--- src/rtl/usb2_ts_pkg.sv ---
// Shared definitions for the EP3 transport-stream writer: FSM states, TS constants,
// port widths and the saturating drop-counter increment.
package usb2_ts_pkg;

    typedef enum logic [1:0] {
        ST_WAIT_READY,
        ST_COLLECT,
        ST_COMMIT,
        ST_ACK_WAIT
    } ts_state_e;

    localparam logic [7:0]  TS_SYNC_BYTE = 8'h47;
    localparam logic [12:0] TS_NULL_PID  = 13'h1FFF;

    localparam int unsigned TS_ADDR_W = 11;
    localparam int unsigned TS_LEN_W  = 11;
    localparam int unsigned TS_DROP_W = 16;

    function automatic logic [TS_DROP_W-1:0] sat_inc(input logic [TS_DROP_W-1:0] v);
        return (v == '1) ? v : v + 1'b1;
    endfunction

endpackage

--- src/rtl/usb2_ts_ep3_writer.sv ---
// Packs a parallel MPEG-TS byte stream into PKT_LEN-byte packets and writes them into the
// EP3 isochronous IN buffer, committing PKTS_PER_XFER packets (or a partial buffer after
// FLUSH_TIMEOUT idle cycles). Define TS_NULL_FILTER_EN to discard null (PID 0x1FFF) packets.
module usb2_ts_ep3_writer
    import usb2_ts_pkg::*;
#(
    parameter int unsigned PKT_LEN       = 188,
    parameter int unsigned PKTS_PER_XFER = 5,
    parameter int unsigned FLUSH_TIMEOUT = 4096
) (
    input  logic                 ep3_ext_clk,
    input  logic                 reset_n,
    input  logic [7:0]           ts_data,
    input  logic                 ts_valid,
    input  logic                 ts_start,
    input  logic                 ts_err,
    output logic [TS_ADDR_W-1:0] buf_in_addr,
    output logic [7:0]           buf_in_data,
    output logic                 buf_in_wren,
    input  logic                 buf_in_ready,
    output logic                 buf_in_commit,
    output logic [TS_LEN_W-1:0]  buf_in_commit_len,
    input  logic                 buf_in_commit_ack,
    output logic [TS_DROP_W-1:0] drop_cnt,
    output logic                 sync_err
);

    localparam int unsigned IDLE_W = $clog2(FLUSH_TIMEOUT + 1);
    localparam logic [10:0] PKT_LEN_W = 11'(PKT_LEN);
    localparam logic [10:0] LAST_IDX  = 11'(PKT_LEN - 1);
    localparam logic [10:0] XFER_PKTS = 11'(PKTS_PER_XFER);
    localparam logic [IDLE_W-1:0] IDLE_LAST = IDLE_W'(FLUSH_TIMEOUT - 1);
    localparam logic [IDLE_W-1:0] IDLE_ONE  = IDLE_W'(1);

    if (PKT_LEN * PKTS_PER_XFER > 2047) begin : g_len_check
        $error("PKT_LEN*PKTS_PER_XFER must not exceed 2047");
    end
    if (FLUSH_TIMEOUT < 1) begin : g_flush_check
        $error("FLUSH_TIMEOUT must be at least 1");
    end

    ts_state_e             state_q, state_d;
    logic [10:0]           pkt_base_q, pkt_base_d;
    logic [10:0]           byte_idx_q, byte_idx_d;
    logic [10:0]           pkt_cnt_q, pkt_cnt_d;
    logic [IDLE_W-1:0]     idle_q, idle_d;
    logic                  open_q, open_d;
    logic                  bad_q, bad_d;
    logic [TS_ADDR_W-1:0]  addr_q, addr_d;
    logic [7:0]            data_q, data_d;
    logic                  wren_q, wren_d;
    logic                  commit_q, commit_d;
    logic [TS_LEN_W-1:0]   len_q, len_d;
    logic [TS_DROP_W-1:0]  drop_q, drop_d;
    logic                  sync_q, sync_d;

    logic                  accept, restart, bad_sync, last_byte, bad_now, null_now;
    logic [10:0]           cur_idx;

    // Decode whether this cycle's byte is written and at which packet offset.
    always_comb begin
        accept   = 1'b0;
        restart  = 1'b0;
        bad_sync = 1'b0;
        cur_idx  = byte_idx_q;
        if (state_q == ST_COLLECT && ts_valid) begin
            if (ts_start) begin
                if (ts_data != TS_SYNC_BYTE) begin
                    bad_sync = 1'b1;
                end else begin
                    accept  = 1'b1;
                    restart = 1'b1;
                    cur_idx = '0;
                end
            end else if (open_q) begin
                accept = 1'b1;
            end
        end
    end

    assign last_byte = accept && (cur_idx == LAST_IDX);
    // A fresh start forgets errors of any discarded partial packet.
    assign bad_now   = ts_err | (bad_q & ~restart);

`ifdef TS_NULL_FILTER_EN
    logic [4:0] pid_hi_q, pid_hi_d;
    logic       null_q, null_d;

    // Capture the PID from header bytes 1 and 2 and flag null packets.
    always_comb begin
        pid_hi_d = pid_hi_q;
        null_now = null_q & ~restart;
        if (accept && cur_idx == 11'd1) pid_hi_d = ts_data[4:0];
        if (accept && cur_idx == 11'd2) null_now = ({pid_hi_q, ts_data} == TS_NULL_PID);
        null_d = last_byte ? 1'b0 : null_now;
    end

    // PID tracking state.
    always_ff @(posedge ep3_ext_clk or negedge reset_n) begin
        if (!reset_n) begin
            pid_hi_q <= '0;
            null_q   <= 1'b0;
        end else begin
            pid_hi_q <= pid_hi_d;
            null_q   <= null_d;
        end
    end
`else
    assign null_now = 1'b0;
`endif

    // Next-state and registered-output logic of the writer FSM.
    always_comb begin
        state_d    = state_q;
        pkt_base_d = pkt_base_q;
        byte_idx_d = byte_idx_q;
        pkt_cnt_d  = pkt_cnt_q;
        idle_d     = idle_q;
        open_d     = open_q;
        bad_d      = bad_q;
        drop_d     = drop_q;
        commit_d   = 1'b0;
        len_d      = '0;
        wren_d     = accept;
        addr_d     = accept ? (pkt_base_q + cur_idx) : addr_q;
        data_d     = accept ? ts_data : data_q;
        sync_d     = bad_sync | (restart & open_q);

        unique case (state_q)
            ST_WAIT_READY: begin
                if (ts_valid && ts_start) drop_d = sat_inc(drop_q);
                if (buf_in_ready) begin
                    state_d    = ST_COLLECT;
                    pkt_base_d = '0;
                    pkt_cnt_d  = '0;
                    byte_idx_d = '0;
                    open_d     = 1'b0;
                    bad_d      = 1'b0;
                    idle_d     = '0;
                end
            end
            ST_COLLECT: begin
                if (ts_valid) begin
                    idle_d = '0;
                end else if (pkt_cnt_q != '0 && !open_q) begin
                    if (idle_q == IDLE_LAST) begin
                        state_d = ST_COMMIT;
                        idle_d  = '0;
                    end else begin
                        idle_d = idle_q + IDLE_ONE;
                    end
                end
                if (last_byte) begin
                    open_d     = 1'b0;
                    byte_idx_d = '0;
                    bad_d      = 1'b0;
                    if (bad_now) begin
                        drop_d = sat_inc(drop_q);
                    end else if (!null_now) begin
                        pkt_cnt_d  = pkt_cnt_q + 11'd1;
                        pkt_base_d = pkt_base_q + PKT_LEN_W;
                        if (pkt_cnt_d == XFER_PKTS) state_d = ST_COMMIT;
                    end
                end else if (accept) begin
                    open_d     = 1'b1;
                    byte_idx_d = cur_idx + 11'd1;
                    bad_d      = bad_now;
                end
            end
            ST_COMMIT: begin
                if (ts_valid && ts_start) drop_d = sat_inc(drop_q);
                // Ack only counts once the request is visible on the port.
                if (commit_q && buf_in_commit_ack) begin
                    state_d = ST_ACK_WAIT;
                end else begin
                    commit_d = 1'b1;
                    len_d    = pkt_cnt_q * PKT_LEN_W;
                end
            end
            ST_ACK_WAIT: begin
                if (ts_valid && ts_start) drop_d = sat_inc(drop_q);
                if (!buf_in_commit_ack) state_d = ST_WAIT_READY;
            end
        endcase
    end

    // State and output registers.
    always_ff @(posedge ep3_ext_clk or negedge reset_n) begin
        if (!reset_n) begin
            state_q    <= ST_WAIT_READY;
            pkt_base_q <= '0;
            byte_idx_q <= '0;
            pkt_cnt_q  <= '0;
            idle_q     <= '0;
            open_q     <= 1'b0;
            bad_q      <= 1'b0;
            addr_q     <= '0;
            data_q     <= '0;
            wren_q     <= 1'b0;
            commit_q   <= 1'b0;
            len_q      <= '0;
            drop_q     <= '0;
            sync_q     <= 1'b0;
        end else begin
            state_q    <= state_d;
            pkt_base_q <= pkt_base_d;
            byte_idx_q <= byte_idx_d;
            pkt_cnt_q  <= pkt_cnt_d;
            idle_q     <= idle_d;
            open_q     <= open_d;
            bad_q      <= bad_d;
            addr_q     <= addr_d;
            data_q     <= data_d;
            wren_q     <= wren_d;
            commit_q   <= commit_d;
            len_q      <= len_d;
            drop_q     <= drop_d;
            sync_q     <= sync_d;
        end
    end

    assign buf_in_addr       = addr_q;
    assign buf_in_data       = data_q;
    assign buf_in_wren       = wren_q;
    assign buf_in_commit     = commit_q;
    assign buf_in_commit_len = len_q;
    assign drop_cnt          = drop_q;
    assign sync_err          = sync_q;

endmodule

--- config.mk ---
export PLATFORM = sky130hd
export DESIGN_NAME = usb2_ts_ep3_writer
export DESIGN_NICKNAME = d
export VERILOG_FILES = /design/src/rtl/usb2_ts_pkg.sv /design/src/rtl/usb2_ts_ep3_writer.sv
export SDC_FILE = /design/constraint.sdc
export NUM_CORES = 1
export LEC_CHECK = 0
export ABC_AREA = 1
export BUFFER_PORTS_ARGS = -buffer_cell sky130_fd_sc_hd__buf_4
export CORE_MARGIN = 5
export CORE_UTILIZATION = 43
export DETAILED_ROUTE_END_ITERATION = 10
export PLACE_DENSITY_LB_ADDON = 0.12
export SLEW_MARGIN = 20
export SYNTH_ARGS = -nofsm -noshare
export SYNTH_HDL_FRONTEND = slang
export SYNTH_SLANG_ARGS = --single-unit
--- constraint.sdc ---
create_clock -name ep3_ext_clk -period 3.65 [get_ports ep3_ext_clk]
set_clock_uncertainty 0.05 [all_clocks]
set_input_delay 0 -clock ep3_ext_clk [delete_from_list [all_inputs] [get_ports ep3_ext_clk]]
set_output_delay 0 -clock ep3_ext_clk [all_outputs]
set_load 0.005 [all_outputs]
==> results of run 1 <==
layer usage:
metal | vias up | track usage, %
met4 | 0 | 5.081
met2 | 66 | 26.24
met3 | 11 | 2.966
li1 | 2814 | -
met5 | - | 0
met1 | 2411 | 23.31
placed cells by master (no fill, tap or decap), types with 4 or more instances in the layout:
master         count
xnor2_1           14
dlygate4sd3_1     13
nand3_1           64
buf_4             66
xor2_1            24
dfrtp_1           95
inv_2              5
nand4_1           13
nor2_1            62
clkbuf_16          9
or2_2              7
a21oi_1           20
o21ai_2           20
o21ai_0           44
nand2_4            4
fa_1              13
nand2_1          240
nor3_1            11
ha_1              39
nand2_2           23
inv_1            112
worst min path at each step:
stage / depth (start not counted) / end / slack (ns) / start
after CTS: 5 / state_q[0] / 0.08 / buf_in_ready
final: 5 / state_q[0] / 0.09 / buf_in_ready
after floorplan: 0 / bad_q / -0.35 / reset_n
after global placement: 3 / buf_in_data[1] / 0.17 / ts_data[1]
after detailed placement: 3 / buf_in_data[1] / 0.17 / ts_data[1]
after global routing: 5 / state_q[0] / 0.15 / buf_in_ready
critical path, cell delays in order (launching register included):
cell and delay, ns:
dfrtp_1 0.51, inv_1 0.18, fa_1 0.57, fa_1 0.44, fa_1 0.54, inv_1 0.04, ha_1 0.33, nand2_1 0.08
nor2_1 0.04, a211oi_1 0.22, o21ai_0 0.11, a21oi_1 0.12
through the flow:
stage / hold WS (ns) / setup slack, ns / power, mW
5_1_grt: 0.1536 / 0.1431 / 2.832
3_5_place_dp: 0.1737 / 0.3537 / 1.657
4_1_cts: 0.07933 / 0.3195 / 2.719
2_1_floorplan: -0.3456 / 0.5462 / 1.454
3_3_place_gp: 0.1733 / 0.3954 / 1.653
6_report: 0.09116 / 0.3356 / 2.683
registers in the layout, indices dropped and copies added, names as in the netlist:
signal             flops
buf_in_commit_len      9
buf_in_wren            1
buf_in_addr           11
bad_q                  1
pkt_cnt_q             11
buf_in_commit          1
open_q                 1
pkt_base_q             9
idle_q                13
state_q                2
sync_err               1
drop_cnt              16
buf_in_data            8
byte_idx_q            11
power breakdown:
part	total (mW)	internal, mW	switching [mW]
clock network	1.04	0.617	0.423
logic	0.432	0.189	0.243
registers	1.21	1.15	0.0597
total	2.68	1.96	0.726
logic make-up (layout without fill, tap and decap cells):
family / count (synthesis) / count (layout) / synth area share, %
compound gates: 92 / 92 / 8.480
xor+xnor: 38 / 38 / 5.126
fa+ha+maj: 52 / 52 / 11.52
buf+inv: 136 / 213 / 8.826
flops: 95 / 95 / 36.62
other cells: 1 / 3 / 0.05776
simple gates: 434 / 434 / 29.37
synth_stat cells, drive strengths merged, types with 3 or more instances:
cell type  instances
a21oi             20
buf               14
clkbuf             5
dfrtp             95
fa                13
ha                39
inv              117
nand2            267
nand3             65
nand4             14
nor2              65
nor3              11
nor3b              3
o21ai             66
o21bai             3
or2                7
xnor2             14
xor2              24
cell type report:
class	count	share of cell area (%)
Sequential cell	95	31.44
Tap cell	188	3.111
Clock buffer	10	3.161
Clock inverter	6	1.109
Inverter	117	5.808
Timing Repair Buffer	80	8.423
Multi-Input combinational cell	619	46.95
repair_timing:
item / in CTS / in global routing
endpoints found under the hold margin: 90 / 0
setup buffers: 0 / 0
hold buffers: 13 / 0
resized for setup: 0 / 0
==> out/metrics.yaml, run 1 <==
run_status:
  outcome: "finished clean"
routing:
  met3WireLength_um: 489
  dr.first_iter.drc_count: 323
  ant_nets: 0
  m1WireLength_mm: 7.114
  wl_per_cell_um: 12.58
  firstDrtPassIters: 4
  vias: 5302
  route.met2.wl_mm: 6.226
  dr.max_layer_used: "met4"
  drc: 0
  wl_mm: 14.02
  viasPerCell: 4.755
cells_and_area:
  drive_gt1_share_pct: 15.86
  synthToLayoutAreaGrowth_pct: 16.46
  fillers: 1509
  regArea_mm2: 0.002377
  finalNonFillerCells: 1115
  multiInputGateArea_mm2: 0.003550
  utilization_pct: 50.48
  fin_nets: 989
  final_cell_area_mm2: 0.007561
  antennaDiodeCount: 0
floorplan:
  die_h_um: 132.9
  initial_utilization_pct: 43.35
  coreArea_mm2: 0.01498
  ioPinCount: 64
  std_cell_rows: 45
  dieWidth_um: 132.9
  dieArea_mm2: 0.01766
yosys:
  ys_seq_area_share_pct: 36.62
  yosys_warnings: 0
  synth-async-reset-ratio_pct: 100.0
  synth_area_leaders: "dfrtp_1, nand2_1, ha_1"
  synth_top_area_share_pct: 36.62
  synth_edf_count: 0
  ys_seq_elements: 95
  syn_area_mm2: 0.006492
  ys.flop_type: "dfrtp_1"
  synth_area_per_cell_um2: 7.656
  yosysTopAreaCell: "dfrtp_1"
  ys_types: 35
  synthCells: 848
critical_path:
  cp-start-kind: "flip-flop"
  cp_max_fo: 7
  cp-end-kind: "flip-flop"
  r2r_end: "buf_in_commit_len[9]"
  cp.arrival_ns: 3.54
  critical_path_required_ns: 3.88
  crit_type: "flip-flop to flip-flop"
  worst_r2r_path_depth: 11
  cp-endpoint: "buf_in_commit_len[9]"
  regToRegSetupSlack_ns: 0.34
  critPathLaunch: "pkt_cnt_q[4]"
  reg2reg_from: "pkt_cnt_q[4]"
timing:
  finalSetupTns_ns: 0
  rsz0062_at_grt: "no"
  fin_crit_ns: 3.314
  final-max-slew-violation-count: 0
  period_share_pct: 90.81
  clock.fmax_mhz: 301.7
  slew_headroom_pct: 49.05
  hold_violations: 0
  tightest_slew_ns: 0.7634
  setup_violations: 0
pwr:
  leakagePower_nw: 3.931
  p_per_area_mw_per_mm2: 354.8
  peakVddDrop_mv: 0.2035
clock_tree:
  clock_latency_ns: 0.35
  tritoncts: "built"
  clock-root-buffer: "clkbuf_16"
  clk_pin_slew_ns: 0.07
  cts_buffers: 9
  clock_path_buffers: 2
  clock_sinks: 95
  cts_max_level: 3
global_routing:
  grt_pass1_wl_mm: 24.47
  grt_max_degree: 79
  grt_pass1_vias: 5088
  antenna_found_initial: 0
  grt_use_total_pct: 16.62
  overflow: 0
hold_path:
  hold_path.class: "input pin to flip-flop"
place:
  dpl.hpwl_mm: 10.20
  post_dp_cell_area_mm2: 0.007104
  port_buffers: 61
  placed_cells: 1086
  globalplace.congestion: 0.8456
flow_run:
  max_cap_viol_count: 0
No activity file was read; power rests on OpenSTA's default activity.
==> inputs of run 2 (changes only) <==
--- a/config.mk
+++ b/config.mk
@@ -7,6 +7,7 @@
 export LEC_CHECK = 0
 export ABC_AREA = 1
 export BUFFER_PORTS_ARGS = -buffer_cell sky130_fd_sc_hd__buf_4
+export CORE_ASPECT_RATIO = 0.75
 export CORE_MARGIN = 5
 export CORE_UTILIZATION = 43
 export DETAILED_ROUTE_END_ITERATION = 10
==> out/metrics.yaml, run 2 (synthesized netlist as in run 1, its figures left out) <==
flow_run:
  max_cap_viol_count: 0
timing:
  finalSetupTns_ns: 0
  clock.fmax_mhz: 298.7
  tightest_slew_ns: 0.9475
  final-max-slew-violation-count: 0
  slew_headroom_pct: 36.41
  fin_crit_ns: 3.348
  rsz0062_at_grt: "no"
  setup_violations: 0
  hold_slack_ns: 0.04246
  period_share_pct: 91.71
  timing.final.ws_setup_ns: 0.3024
  hold_violations: 0
critical_path:
  cp_max_fo: 7
  critical_path_required_ns: 3.87
  crit_type: "flip-flop to flip-flop"
  r2r_end: "buf_in_commit_len[9]"
  reg2reg_from: "pkt_cnt_q[4]"
  cp.arrival_ns: 3.57
  worst_r2r_path_depth: 11
  cp-end-kind: "flip-flop"
  cp-start-kind: "flip-flop"
  regToRegSetupSlack_ns: 0.30
routing:
  viasPerCell: 4.714
  m1WireLength_mm: 7.489
  vias: 5317
  wl_per_cell_um: 12.53
  met3WireLength_um: 601
  dr.first_iter.drc_count: 293
  firstDrtPassIters: 5
  drc: 0
  dr.max_layer_used: "met4"
  wl_mm: 14.13
  ant_nets: 0
  route.met2.wl_mm: 5.947
clock_tree:
  hold_buffers: 13
  clock_sinks: 95
  clock_path_buffers: 2
  cts_buffers: 9
  ctsResizeCount: 0
  cts_max_level: 3
  postCtsSetupBuffers: 0
  clock_latency_ns: 0.34
  clock-root-buffer: "clkbuf_16"
  clk_pin_slew_ns: 0.07
  tritoncts: "built"
pwr:
  power_frac_seq_pct: 44.4
  switching_share_pct: 25.89
  p_sw_mw: 0.7083
  leakagePower_nw: 3.939
  p_per_area_mw_per_mm2: 360.1
  intPower_mw: 2.028
  comb_power_share_pct: 15.9
  pwr-share-clk_pct: 39.7
  peakVddDrop_mv: 0.2245
place:
  dpl.hpwl_mm: 10.45
  globalplace.congestion: 0.8420
  placed_cells: 1099
  place_ws_ns: 0.3295
  port_buffers: 61
global_routing:
  grt_pass1_vias: 5171
  grt_max_degree: 44
  antenna_found_initial: 0
  overflow: 0
  grt_pass1_wl_mm: 25.04
  grt_use_total_pct: 16.97
cells_and_area:
  regArea_mm2: 0.002377
  utilization_pct: 51.88
  finalNonFillerCells: 1128
  largest_reg_flops: 16
  antennaDiodeCount: 0
  final_common_cell: "nand2_1"
  fillers: 1482
  multiInputGateArea_mm2: 0.003550
  fin_nets: 990
  synthToLayoutAreaGrowth_pct: 17.02
  drive_gt1_share_pct: 15.63
  layout_common_cells: "nand2_1, inv_1, dfrtp_1, buf_4, nand3_1"
floorplan:
  std_cell_rows: 38
  die_h_um: 116.4
  ioPinCount: 64
  coreArea_mm2: 0.01464
  dieArea_mm2: 0.01768
  initial_utilization_pct: 44.34
  dieWidth_um: 151.9
run_status:
  outcome: "finished clean"
hold_path:
  hold_path.class: "input pin to async pin"
## run 2: power by group through the flow
stage	clock, mW	sequential (mW)	combinational (mW)
2_1_floorplan	0	1.23	0.225
3_3_place_gp	0	1.23	0.425
3_5_place_dp	0	1.23	0.431
4_1_cts	1.12	1.21	0.443
5_1_grt	1.16	1.23	0.501
6_report	1.09	1.21	0.434
## run 2: area by class of cell
cell class,count,share of cell area [%]
Clock buffer,13,3.294
Clock inverter,3,1.186
Inverter,117,5.781
Multi-Input combinational cell,619,46.72
Sequential cell,95,31.29
Tap cell,200,3.294
Timing Repair Buffer,81,8.432
## run 2: worst max-delay path, cell delays in order, from the launching register on
cell	delay [ns]
dfrtp_1	0.49
inv_1	0.19
fa_1	0.58
fa_1	0.44
fa_1	0.54
inv_1	0.04
ha_1	0.34
nand2_1	0.09
nor2_1	0.04
a211oi_1	0.26
o21ai_0	0.12
a21oi_1	0.11
## run 2: worst max-delay path by stage
stage / end / slack, ns / startpoint
after global routing: buf_in_commit_len[9] / 0.11 / pkt_cnt_q[4]
after CTS: buf_in_commit_len[9] / 0.31 / pkt_cnt_q[4]
after floorplan: buf_in_commit_len[9] / 0.55 / pkt_cnt_q[5]
after detailed placement: buf_in_commit_len[9] / 0.33 / pkt_cnt_q[4]
after global placement: buf_in_commit_len[9] / 0.39 / pkt_cnt_q[4]
final: buf_in_commit_len[9] / 0.30 / pkt_cnt_q[4]
## run 2: per-stage QoR
step	total power [mW]	cell area, um^2
floorplan	1.454	6500
finish	2.736	7597
detailed placement	1.663	7127
CTS	2.777	7597
global placement	1.655	7127
global route	2.888	7597
## run 2: per-layer routing
layer	track usage, %	vias up
met5	0	-
met4	3.653	0
met3	4.000	6
met2	26.07	87
met1	24.67	2402
li1	-	2822
==> inputs of run 3 (changes only) <==
--- a/config.mk
+++ b/config.mk
@@ -11,7 +11,7 @@
 export CORE_MARGIN = 5
 export CORE_UTILIZATION = 43
 export DETAILED_ROUTE_END_ITERATION = 10
-export PLACE_DENSITY_LB_ADDON = 0.12
+export PLACE_DENSITY = 0.58
 export SLEW_MARGIN = 20
 export SYNTH_ARGS = -nofsm -noshare
 export SYNTH_HDL_FRONTEND = slang
==> out/metrics.yaml, run 3 (synthesized netlist as in run 1, its figures left out) <==
clock_tree:
  clock_latency_ns: 0.34
  clock_path_buffers: 2
  tritoncts: "built"
  clock_sinks: 95
  postCtsSetupBuffers: 0
  clk_pin_slew_ns: 0.07
  cts_buffers: 9
  cts_max_level: 3
  clock-root-buffer: "clkbuf_16"
cells_and_area:
  finalNonFillerCells: 1128
  layout_common_cells: "nand2_1, inv_1, dfrtp_1, buf_4, nand3_1"
  largest_reg_flops: 16
  antennaDiodeCount: 0
  fin_nets: 990
  final_common_cell: "nand2_1"
  synthToLayoutAreaGrowth_pct: 16.61
  final_cell_area_mm2: 0.007571
  fillers: 1456
  drive_gt1_share_pct: 15.84
timing:
  clock.fmax_mhz: 298.6
  hold_violations: 0
  tightest_slew_ns: 0.9722
  hold_slack_ns: 0.06225
  fin_crit_ns: 3.349
  slew_headroom_pct: 34.75
  rsz0062_at_grt: "no"
  setup_violations: 0
  finalSetupTns_ns: 0
  final-max-slew-violation-count: 0
  period_share_pct: 91.75
routing:
  drc: 0
  wl_per_cell_um: 12.41
  viasPerCell: 4.712
  ant_nets: 0
  wl_mm: 14.00
  firstDrtPassIters: 4
  dr.first_iter.drc_count: 220
  vias: 5315
critical_path:
  cp-start-kind: "flip-flop"
  cp_max_fo: 7
  cp-endpoint: "buf_in_commit_len[9]"
  reg2reg_from: "pkt_cnt_q[4]"
  worst_r2r_path_depth: 11
  critPathLaunch: "pkt_cnt_q[4]"
  r2r_end: "buf_in_commit_len[9]"
  crit_type: "flip-flop to flip-flop"
  cp.arrival_ns: 3.56
  critical_path_required_ns: 3.87
  cp-end-kind: "flip-flop"
  regToRegSetupSlack_ns: 0.30
global_routing:
  grt_use_total_pct: 16.64
  antenna_found_initial: 0
  grt_pass1_vias: 5033
  grt_max_degree: 43
  grt_pass1_wl_mm: 24.47
  overflow: 0
pwr:
  pwr-share-clk_pct: 37.9
  p_sw_mw: 0.7089
  switching_share_pct: 26.81
  p_per_area_mw_per_mm2: 349.2
  design_power_total_mw: 2.644
  leakagePower_nw: 3.924
  power_frac_seq_pct: 45.9
  peakVddDrop_mv: 0.2369
  comb_power_share_pct: 16.1
  intPower_mw: 1.935
floorplan:
  std_cell_rows: 38
  ioPinCount: 64
  die_h_um: 116.4
  initial_utilization_pct: 44.34
  dieArea_mm2: 0.01768
  coreArea_mm2: 0.01464
  dieWidth_um: 151.9
place:
  dpl.hpwl_mm: 10.41
  post_dp_cell_area_mm2: 0.007127
  globalplace.congestion: 0.8380
  port_buffers: 61
  placed_cells: 1099
hold_path:
  hold_path.class: "input pin to async pin"
flow_run:
  max_cap_viol_count: 0
run_status:
  outcome: "finished clean"
run 3: worst min-delay path by stage:
stage | from | end | slack [ns] | cells after the start
floorplan | reset_n | bad_q | -0.35 | 0
global placement | reset_n | buf_in_commit_len[7] | -0.10 | 1
detailed placement | reset_n | buf_in_commit_len[7] | -0.10 | 1
CTS | reset_n | buf_in_commit_len[7] | 0.08 | 2
global route | reset_n | buf_in_commit_len[7] | 0.10 | 2
finish | reset_n | buf_in_commit_len[7] | 0.06 | 2
run 3: final cells by class:
class                   count  area, um^2  share of cell area [%]
inverters                 117       439.2                   5.801
repair buffers             81       640.6                   8.461
well taps                 200       250.2                   3.305
clock buffers              10       229.0                   3.024
flip-flops and latches     95        2377                   31.40
clock inverters             6       85.08                   1.124
multi-input cells         619        3550                   46.88
run 3: stage by stage:
step / util (%) / worst slack [ns]
floorplan: - / 0.5462
global placement: 48.67 / 0.3754
detailed placement: 48.67 / 0.3316
CTS: 51.70 / 0.3091
global route: 51.70 / 0.1029
finish: 51.70 / 0.3011
run 3: per-layer routing:
metal  vias to the layer above  share of wire (%)  track usage [%]
li1                       2823                  -                -
met1                      2417                 54            24.94
met2                        66                 42            24.79
met3                         9                3.4            3.889
met4                         0               0.74            3.234
met5                         -                  0                0
run 3: repair_timing:
item | in CTS | in global routing
hold buffers | 13 | 0
resized for setup | 0 | 0
endpoints found under the hold margin | 57 | 0
run 3: worst max-delay path, stage by stage (launching register included):
cell and delay (ns):
dfrtp_1 0.50, inv_1 0.18, fa_1 0.58, fa_1 0.44, fa_1 0.54, inv_1 0.04
ha_1 0.34, nand2_1 0.09, nor2_1 0.04, a211oi_1 0.25, o21ai_0 0.12, a21oi_1 0.12
run 3: power by group through the flow:
stage | Clock, mW | Sequential [mW] | Combinational, mW
after global placement | 0 | 1.23 | 0.425
after global routing | 1.08 | 1.23 | 0.495
final | 1.00 | 1.21 | 0.426
after floorplan | 0 | 1.23 | 0.225
after CTS | 1.04 | 1.21 | 0.437
after detailed placement | 0 | 1.23 | 0.426
